`config.mk`:
```
export PLATFORM = sky130hd
export DESIGN_NAME = pc_fetch_flat
export DESIGN_NICKNAME = d
export VERILOG_FILES = /design/src/rtl/rv32_pkg.sv /design/src/rtl/pc_fetch_if.sv /design/src/rtl/pc_fetch_fifo.sv /design/src/rtl/pc_fetch.sv /design/src/flat_wrapper.sv
export SDC_FILE = /design/constraint.sdc
export NUM_CORES = 1
export LEC_CHECK = 0
export CORE_UTILIZATION = 35
export CTS_CLUSTER_SIZE = 16
export DETAILED_ROUTE_END_ITERATION = 8
export GPL_TIMING_DRIVEN = 0
export PLACE_DENSITY_LB_ADDON = 0.25
export SETUP_SLACK_MARGIN = 0.02
export SLEW_MARGIN = 20
export SYNTH_ARGS = -nofsm -noshare
export SYNTH_HDL_FRONTEND = slang
export SYNTH_HIERARCHICAL = 1
export SYNTH_SLANG_ARGS = --single-unit
```
`constraint.sdc`:
```
create_clock -name clk -period 2.66 [get_ports clk]
set_clock_uncertainty 0.2 [all_clocks]
set_input_delay 0.532 -clock clk [delete_from_list [all_inputs] [get_ports clk]]
set_output_delay 0.532 -clock clk [all_outputs]
set_load 0.005 [all_outputs]
```
`src/rtl/rv32_pkg.sv`:
```
// Shared RV32 constants and the fetch-stage state encoding.
package rv32_pkg;

    localparam int unsigned XLEN    = 32;
    localparam int unsigned FIFO_W  = 2 * XLEN;
    localparam logic [31:0] PC_STEP = 32'd4;
    localparam logic [31:0] NOP     = 32'h0000_0013;

    typedef enum logic [1:0] {
        IDLE = 2'd0,
        RUN  = 2'd1,
        HALT = 2'd2
    } fetch_state_t;

endpackage

```
`src/rtl/pc_fetch_if.sv`:
```
// Fetch-to-decode valid/ready channel carrying the head entry's PC and instruction.
interface pc_fetch_if;

    logic                       out_valid;
    logic                       out_ready;
    logic [rv32_pkg::XLEN-1:0]  out_pc;
    logic [rv32_pkg::XLEN-1:0]  out_instr;

    modport master (output out_valid, output out_pc, output out_instr, input out_ready);
    modport slave  (input out_valid, input out_pc, input out_instr, output out_ready);

endinterface

```
`src/rtl/pc_fetch_fifo.sv`:
```
// Two-entry register FIFO; entry 0 is always the head so outputs come straight from flops.
module fetch_fifo
    import rv32_pkg::*;
(
    input  logic              clk,
    input  logic              rst_n,
    input  logic              i_push,
    input  logic              i_pop,
    input  logic              i_flush,
    input  logic [FIFO_W-1:0] i_data,
    output logic [FIFO_W-1:0] o_data,
    output logic              o_valid,
    output logic [1:0]        o_count
);

    logic [FIFO_W-1:0] r_e0;
    logic [FIFO_W-1:0] r_e1;
    logic [1:0]        r_count;
    logic              w_push;
    logic              w_pop;

    // A push while full is only legal together with a pop.
    assign w_pop  = i_pop && (r_count != 2'd0);
    assign w_push = i_push && ((r_count != 2'd2) || w_pop);

    always_ff @(posedge clk or negedge rst_n) begin
        if (!rst_n) begin
            r_e0    <= '0;
            r_e1    <= '0;
            r_count <= '0;
        end else if (i_flush) begin
            r_count <= '0;
        end else begin
            case ({w_push, w_pop})
                2'b10: begin
                    if (r_count == 2'd0) r_e0 <= i_data;
                    else                 r_e1 <= i_data;
                    r_count <= r_count + 2'd1;
                end
                2'b01: begin
                    r_e0    <= r_e1;
                    r_count <= r_count - 2'd1;
                end
                2'b11: begin
                    if (r_count == 2'd1) begin
                        r_e0 <= i_data;
                    end else begin
                        r_e0 <= r_e1;
                        r_e1 <= i_data;
                    end
                end
                default: ;
            endcase
        end
    end

    assign o_data  = r_e0;
    assign o_valid = (r_count != 2'd0);
    assign o_count = r_count;

endmodule

```
`src/rtl/pc_fetch.sv`:
```
// RV32I fetch stage: PC register, IDLE/RUN/HALT control, redirect/halt handling and retire count.
module pc_fetch
    import rv32_pkg::*;
#(
    parameter logic [XLEN-1:0] RESET_PC = 32'h0000_0000
) (
    input  logic            clk,
    input  logic            rst_n,
    output logic [XLEN-1:0] imem_addr,
    input  logic [XLEN-1:0] imem_instr,
    input  logic            redirect_valid,
    input  logic [XLEN-1:0] redirect_pc,
    input  logic            halt_req,
    pc_fetch_if.master      dec,
    output logic            halted,
    output logic            fault,
    output logic [XLEN-1:0] retire_cnt
);

    fetch_state_t     r_state;
    fetch_state_t     w_state_next;
    logic [XLEN-1:0]  r_pc;
    logic [XLEN-1:0]  w_pc_next;
    logic [XLEN-1:0]  r_retire;
    logic             r_fault;
    logic             w_pop;
    logic             w_redir;
    logic             w_misalign;
    logic             w_push;
    logic             w_deq;
    logic [1:0]       w_count;
    logic [FIFO_W-1:0] w_head;

    always_comb begin
        w_pop        = dec.out_valid && dec.out_ready;
        w_redir      = (r_state == RUN) && redirect_valid;
        w_misalign   = (redirect_pc[1:0] != 2'b00);
        // A flush swallows any same-cycle pop, so it is neither dequeued nor retired.
        w_deq        = w_pop && !w_redir;
        w_push       = (r_state == RUN) && !redirect_valid && !halt_req
                       && ((w_count != 2'd2) || w_pop);
        w_pc_next    = r_pc;
        if (w_redir && !w_misalign) w_pc_next = redirect_pc;
        else if (w_push)            w_pc_next = r_pc + PC_STEP;
        w_state_next = r_state;
        unique case (r_state)
            IDLE:    w_state_next = RUN;
            RUN:     if ((w_redir && w_misalign) || halt_req) w_state_next = HALT;
            HALT:    w_state_next = HALT;
            default: w_state_next = IDLE;
        endcase
    end

    always_ff @(posedge clk or negedge rst_n) begin
        if (!rst_n) begin
            r_state  <= IDLE;
            r_pc     <= RESET_PC;
            r_retire <= '0;
            r_fault  <= 1'b0;
        end else begin
            r_state <= w_state_next;
            r_pc    <= w_pc_next;
            if (w_deq)                  r_retire <= r_retire + 32'd1;
            if (w_redir && w_misalign)  r_fault  <= 1'b1;
        end
    end

    fetch_fifo u_fifo (
        .clk     (clk),
        .rst_n   (rst_n),
        .i_push  (w_push),
        .i_pop   (w_deq),
        .i_flush (w_redir),
        .i_data  ({r_pc, imem_instr}),
        .o_data  (w_head),
        .o_valid (dec.out_valid),
        .o_count (w_count)
    );

    assign dec.out_pc    = w_head[FIFO_W-1:XLEN];
    assign dec.out_instr = w_head[XLEN-1:0];
    assign imem_addr     = r_pc;
    assign halted        = (r_state == HALT);
    assign fault         = r_fault;
    assign retire_cnt    = r_retire;

endmodule

```
`src/flat_wrapper.sv`:
```
// flat-port wrapper written by rule: the top's interface ports become plain ports
module pc_fetch_flat import rv32_pkg::*;
#(
    parameter logic [XLEN-1:0] RESET_PC = 32'h0000_0000
)
  (clk, rst_n, imem_addr, imem_instr, redirect_valid, redirect_pc, halt_req, halted, fault, retire_cnt, dec_out_valid, dec_out_pc, dec_out_instr, dec_out_ready);
  pc_fetch_if dec_i ();
  input  logic clk;
  input  logic rst_n;
  output logic [XLEN-1:0] imem_addr;
  input  logic [XLEN-1:0] imem_instr;
  input  logic redirect_valid;
  input  logic [XLEN-1:0] redirect_pc;
  input  logic halt_req;
  output logic halted;
  output logic fault;
  output logic [XLEN-1:0] retire_cnt;
  output wire logic [$bits(dec_i.out_valid)-1:0] dec_out_valid;
  output wire logic [$bits(dec_i.out_pc)-1:0] dec_out_pc;
  output wire logic [$bits(dec_i.out_instr)-1:0] dec_out_instr;
  input wire logic [$bits(dec_i.out_ready)-1:0] dec_out_ready;
  assign dec_out_valid = dec_i.out_valid;
  assign dec_out_pc = dec_i.out_pc;
  assign dec_out_instr = dec_i.out_instr;
  assign dec_i.out_ready = dec_out_ready;
  pc_fetch #(.RESET_PC(RESET_PC)) u_core (.clk(clk), .rst_n(rst_n), .imem_addr(imem_addr), .imem_instr(imem_instr), .redirect_valid(redirect_valid), .redirect_pc(redirect_pc), .halt_req(halt_req), .dec(dec_i), .halted(halted), .fault(fault), .retire_cnt(retire_cnt));
endmodule
```
=== Word level (Yosys, flattened, before mapping) ===
Cells that the tools add are included.

* Word-level logic and storage cells: 62
* Register bits: 197
* Output and inout bits: 131

* Add/subtract/negate cells: 4
* Reduce and logical (&&, ||, !) cells: 27
* Mux-type cells: 12
* Equal/unequal tests: 11
* Bitwise logic cells: 1

{| class="wikitable"
|+ Operator list
! kind !! count
|-
| two-way mux 64 bit || 4
|-
| case mux 64 bit (3 select lines) || 1
|-
| case mux 64 bit (2 select lines) || 1
|-
| two-way mux 32 bit || 2
|-
| adder 32 x 1 -> 32 bit, second input constant || 1
|-
| adder 32 x 3 -> 32 bit, second input constant || 1
|-
| logical AND 1 bit || 10
|-
| inequality test 2 bit, second input constant || 5
|-
| nonzero test 2 bit || 4
|-
| == test 2 x 1 -> 1 bit, second input constant || 3
|-
| == test 2 bit, second input constant || 3
|-
| case mux 2 bit (3 select lines) || 1
|-
| nonzero test 3 bit || 2
|-
| logical NOT 1 bit || 4
|-
| logical NOT 2 bit || 2
|-
| two-way mux 2 bit || 2
|-
| case mux 2 bit (2 select lines) || 1
|-
| AND reduction 4 bit || 1
|-
| logical OR 1 bit || 3
|-
| AND reduction 3 bit || 1
|-
| adder 2 x 1 -> 2 bit, second input constant || 1
|-
| subtractor 2 x 1 -> 2 bit, second input constant || 1
|-
| NOT 1 bit || 1
|}

=== Logic depth before layout (Yosys ltp) ===
* Depth after elaboration: 10
* Mapped depth: 13

=== Hierarchy ===
The synthesis kept the hierarchy.

{| class="wikitable"
|+ Modules (own cells, without submodules)
! module !! cells each !! seq. area each (um2) !! instances !! area each (um2)
|-
| fetch_fifo || 437 || 3253.1 || 1 || 5559.1
|-
| pc_fetch || 357 || 1676.6 || 1 || 3479.6
|}

=== Least setup slack after synthesis ===
No wires, ideal clock.

* Path type: reg2reg
* Start point: register u_core.u_fifo.r_count[0] (netlist: u_core/u_fifo/o_count[0])
* End point: register u_core.u_fifo.r_e0[19] (netlist: u_core/u_fifo/o_data[19])
* Arrival time: 2.249 ns
* Path buffers: 3
* Period minus slack after synthesis: 2.586 ns
* Cell stages (with the launch flop): 13
* Library setup time: 0.137 ns
* Path slack: 0.074 ns
* Path through: dfrtp_1 -> inv_1 -> ha_1 -> inv_1 -> and2_1 -> o21ai_1 -> inv_1 -> buf_2 -> nand3b_1 -> a21oi_1 -> buf_2 -> clkbuf_1 -> a21oi_1

* Elaborated cells between the ends (all ways): 19

{| class="wikitable"
|+ RTL lines
! what !! line !! text
|-
| start: declaration || pc_fetch_fifo.sv:18 || <nowiki>logic [1:0] r_count;</nowiki>
|-
| start signal: assignment || pc_fetch_fifo.sv:38 || <nowiki>r_count <= r_count + 2'd1;</nowiki>
|-
| start signal: assignment || pc_fetch_fifo.sv:42 || <nowiki>r_count <= r_count - 2'd1;</nowiki>
|-
| nonzero test 2 bit * || pc_fetch_fifo.sv:58 || <nowiki>assign o_valid = (r_count != 2'd0);</nowiki>
|-
| via dec_out_valid || flat_wrapper.sv:18 || <nowiki>output wire logic [$bits(dec_i.out_valid)-1:0] dec_out_valid;</nowiki>
|-
| logical AND 1 bit * || pc_fetch.sv:35 || <nowiki>w_pop = dec.out_valid && dec.out_ready;</nowiki>
|-
| logical OR 1 bit * || pc_fetch.sv:41 || <nowiki>&& ((w_count != 2'd2) || w_pop);</nowiki>
|-
| logical AND 1 bit * || pc_fetch.sv:41 ||
|-
| via u_core.w_push || pc_fetch.sv:29 || <nowiki>logic w_push;</nowiki>
|-
| logical AND 1 bit * || pc_fetch_fifo.sv:24 || <nowiki>assign w_push = i_push && ((r_count != 2'd2) || w_pop);</nowiki>
|-
| == test 2 bit / == test 2 x 1 -> 1 bit (equally long branches) || pc_fetch_fifo.sv:34 || <nowiki>case ({w_push, w_pop})</nowiki>
|-
| inequality test 2 bit (no source line) / nonzero test 3 bit (equally long branches) || - ||
|-
| AND reduction 3 bit (no source line) || - ||
|-
| end signal: assignment || pc_fetch_fifo.sv:36 || <nowiki>if (r_count == 2'd0) r_e0 <= i_data;</nowiki>
|-
| end signal: assignment || pc_fetch_fifo.sv:41 || <nowiki>r_e0 <= r_e1;</nowiki>
|-
| end signal: assignment || pc_fetch_fifo.sv:46 || <nowiki>r_e0 <= i_data;</nowiki>
|-
| end: declaration || pc_fetch_fifo.sv:16 || <nowiki>logic [FIFO_W-1:0] r_e0;</nowiki>
|}

Mark *: on every way through the listed nets, which the timed path passes. The rest lies on a longest branch.
A chain may end at the register's enable or synchronous reset.

=== Final worst setup path ===
* Start point: register u_core.u_fifo.r_count[0] (netlist: u_core/u_fifo/o_count[0])
* End point: register u_core.u_fifo.r_e0[31] (netlist: u_core/u_fifo/o_data[31])

* Elaborated cells between the ends (all ways): 19

{| class="wikitable"
|+ RTL lines
! what !! line
|-
| nonzero test 2 bit || pc_fetch_fifo.sv:58
|-
| logical AND 1 bit || pc_fetch.sv:35
|-
| logical OR 1 bit * || pc_fetch.sv:41
|-
| logical AND 1 bit * || pc_fetch.sv:41
|-
| via u_core.w_push || pc_fetch.sv:29
|-
| logical AND 1 bit * || pc_fetch_fifo.sv:24
|-
| == test 2 bit / == test 2 x 1 -> 1 bit (equally long branches) || pc_fetch_fifo.sv:34
|-
| inequality test 2 bit (no source line) / nonzero test 3 bit (equally long branches) || -
|-
| AND reduction 3 bit (no source line) || -
|}

Marked as above.

==> reports/metrics.yaml <==
status: "complete, no violations"
row_count: 58
netSwitchingFraction: 0.341
die_area_sq_um: 26500
drv_slew: 0
drc: 0
via_per_inst: 4.94
drive_above_1_share: 0.152
irDropWorstVdd_mv: 0.473
power.internal_uw: 8250
hold_viol_final: 0
first_pass_iters: 4
netlist_instances: 794
critPathSlowestCell: "dfrtp_1"
wl_met3_um: 1240
clockBufferDepth: 2
slew_headroom: 0.636
cp_top_family: "buffers and inverters"
worstMarginPinSlew_ns: 0.542
timing.fmax_mhz: 400
timing.critical_path.mode_cell: "inv_1"
power.share.clock: 0.196
yosys-top-cells-area: "dfrtp_1 55%, mux2_2 7.7%, mux2i_1 7.6%"
vias: 6737
yosysUniqueCellTypes: 47
layout_common_cells: "197 x clkdlybuf4s50_1, 197 x dfrtp_1, 97 x nor2_1"
arrival_ns: 2.61
synthDominantCellAreaShare: 0.545
synth-seq-cells: 197
wirelength_um: 23600
min_delay_path_depth: 1
rsz0062_at_grt: "yes"
crit_chain: "inv_1, ha_1, inv_1, and2_4, o21ai_2, inv_2, nand3b_1, a21oi_4, buf_6, clkbuf_4, a21oi_1"
area_growth_pct: 35.4
setup_viol: 0
met1_length_um: 11200
route.met2.wl_um: 11100
die_h_um: 163
crit_type: "register to register"
layout_min_cycle_time_ns: 2.50
hp-start: "u_core/retire_cnt[31]$_DFFE_PN0P_"
highest_layer: "met4"
netlist_area_sq_um: 9040
post-route-cell-area_sq_um: 12200
path_clk_slew_ns: 0.08
dp_cells: 1325
worstRegToRegCells: 11
fin_nets: 1099
cts_made_buffers: 17
maxCapViolCount: 0
seq_power_share: 0.413
synth-edff-count: 0
cts_sinks: 197
crit-reg2reg-launch: "u_core/u_fifo/o_count[0]$_DFFE_PN0P_"
async_flop_share: 1.00
grt_usage: 0.182
ant_nets: 0
drt_iter0_markers: 403
antenna_found_initial: 0
yosysWarningCount: 6
total_leakage_power_uw: 0.00552
rr_endpoint: "u_core/u_fifo/o_data[31]$_DFFE_PN0P_"
path_buf_inv: 5
core-area_sq_um: 25300
power.density_nw_per_um2: 1020
htreeDepth: 4
grt_pass1_wl_um: 37100
synth_flop_cell: "dfrtp_1"
hold_path_end: "u_core/retire_cnt[31]$_DFFE_PN0P_"
final_cells: 1363
postPlaceCellArea_sq_um: 11500
path_max_fanout: 10
io_pins: 200
start_util: 0.358
seq_area_frac_synth: 0.545
io_buffers: 199
grt-ovfl-total: 0
start_kind: "register"
root_buffer: "clkbuf_16"
grt_max_degree: 72
cts_tree: "done"
synth.avg_cell_area_sq_um: 11.4
max_stage_delay_ns: 0.39
hp-class: "register to register"
synth_top_area_cell: "dfrtp_1"
grt_pass1_vias: 6577
gp_routability_congestion: 0.782
r2r_setup_slack_ns: 0.16
wl_per_cell_um: 17.3
cp.required_ns: 2.76
die_w_um: 163
p_comb_frac: 0.391
worstSetupEndpointType: "register"
dp_hpwl_um: 16500
synth_fp_nets: 871
p_switching_uw: 4260
timing.final.crit_share: 0.941
clock_latency_ns: 0.43
diodes: 0
## kinds of logic (layout without fill, tap and decap cells)
group                      after synthesis  count (layout)  synth area share
buffers and inverters                   46             285            0.0314
muxes                                  136             136             0.160
adders and majority gates                8               8            0.0111
xor gates and xnor gates                48              48            0.0465
DFF                                    197             197             0.545
AOI/OAI and AO/OA                      104             104            0.0651
and+or+nand+nor                        255             255             0.141
## cell type report
type                    count  area [sq um]
plain buffers              34           307
clock buffers              17           425
clock inverters            13           118
fillers                  2364         13000
inverters                  11          43.8
multi-input cells         551          3870
flip-flops and latches    197          4930
well taps                 330           413
repair buffers            210          2130
## flip-flops by register name (all words and copies together) (netlist names)
name / count
u_core/u_fifo/o_data: 64
u_core/u_fifo/r_e1: 64
u_core/imem_addr: 32
u_core/retire_cnt: 32
u_core/r_state: 2
u_core/u_fifo/o_count: 2
u_core/fault: 1
## power groups by stage
stage / clock network, uW / registers, uW / logic (uW)
2_1_floorplan: 0 / 5040 / 2400
3_3_place_gp: 0 / 5210 / 4630
3_5_place_dp: 0 / 5230 / 4720
4_1_cts: 2550 / 5180 / 4880
5_1_grt: 2650 / 5350 / 5370
6_report: 2450 / 5160 / 4890
## metal layers
| metal | GRT usage | up-vias |
|---|---|---|
| met5 | 0 | - |
| met3 | 0.0430 | 8 |
| met2 | 0.283 | 172 |
| met4 | 0.0357 | 0 |
| li1 | - | 3240 |
| met1 | 0.257 | 3317 |
## timing repair
action / in CTS / in global routing
pin swaps: 2 / 0
resized for setup: 30 / 16
setup endpoints to repair: 137 / 155
setup buffers: 5 / 2
hold buffers: 1 / 0
gates cloned: 1 / 0
hold endpoints to repair: 61 / 0
## per-stage QoR
stage | power, uW | setup TNS, ns | hold WS (ns) | setup slack (ns) | util
final | 12500 | 0 | 0.268 | 0.157 | 0.484
after global routing | 13400 | -0.0216 | 0.303 | -0.0216 | 0.484
after CTS | 12600 | 0 | 0.274 | 0.0603 | 0.482
after detailed placement | 9950 | -101.48 | 0.264 | -0.920 | 0.456
after global placement | 9840 | -1640.61 | 0.256 | -7.85 | 0.453
after floorplan | 7440 | 0 | 0.0364 | 0.0741 | -
## how the worst max path moves through the flow
stage,startpoint,end,slack (ns),depth (start not counted)
global route,u_core/u_fifo/o_count[0]$_DFFE_PN0P_,u_core/u_fifo/o_data[47]$_DFFE_PN0P_,-0.02,11
detailed placement,redirect_valid,u_core/u_fifo/o_data[53]$_DFFE_PN0P_,-0.92,10
CTS,u_core/r_state[1]$_DFFE_PN0P_,u_core/imem_addr[22]$_DFFE_PN0P_,0.06,8
floorplan,u_core/u_fifo/o_count[0]$_DFFE_PN0P_,u_core/u_fifo/o_data[19]$_DFFE_PN0P_,0.07,12
global placement,rst_n,u_core/u_fifo/r_e1[51]$_DFFE_PN0P_,-7.85,1
finish,u_core/u_fifo/o_count[0]$_DFFE_PN0P_,u_core/u_fifo/o_data[31]$_DFFE_PN0P_,0.16,11
## Yosys cell counts (2+ instances only)
cell type / number
xor2_1: 16
buf_6: 13
nand3_1: 20
a21oi_1: 68
o21ai_1: 13
nor2_1: 98
mux2_2: 62
mux2_1: 5
inv_1: 10
dfrtp_1: 197
and4_1: 5
nand3b_1: 3
and3_1: 10
o211ai_1: 2
xnor2_1: 32
o21ai_0: 6
and2_1: 9
nor3_2: 3
nand4_1: 19
ha_1: 8
nor4_1: 4
buf_2: 11
mux2i_1: 69
nand2_1: 55
nand2b_1: 2
nand3_2: 2
nor3_1: 16
a211oi_1: 7
clkbuf_1: 11
## worst register-to-register path: cells and delay by family (launching register included)
family | cells | cell delay, ns
buffers and inverters | 5 | 0.79
adders and majority gates | 1 | 0.24
AOI/OAI and AO/OA | 3 | 0.41
DFF | 1 | 0.39
and+or+nand+nor | 2 | 0.36
(Power assumes the default switching activity.)
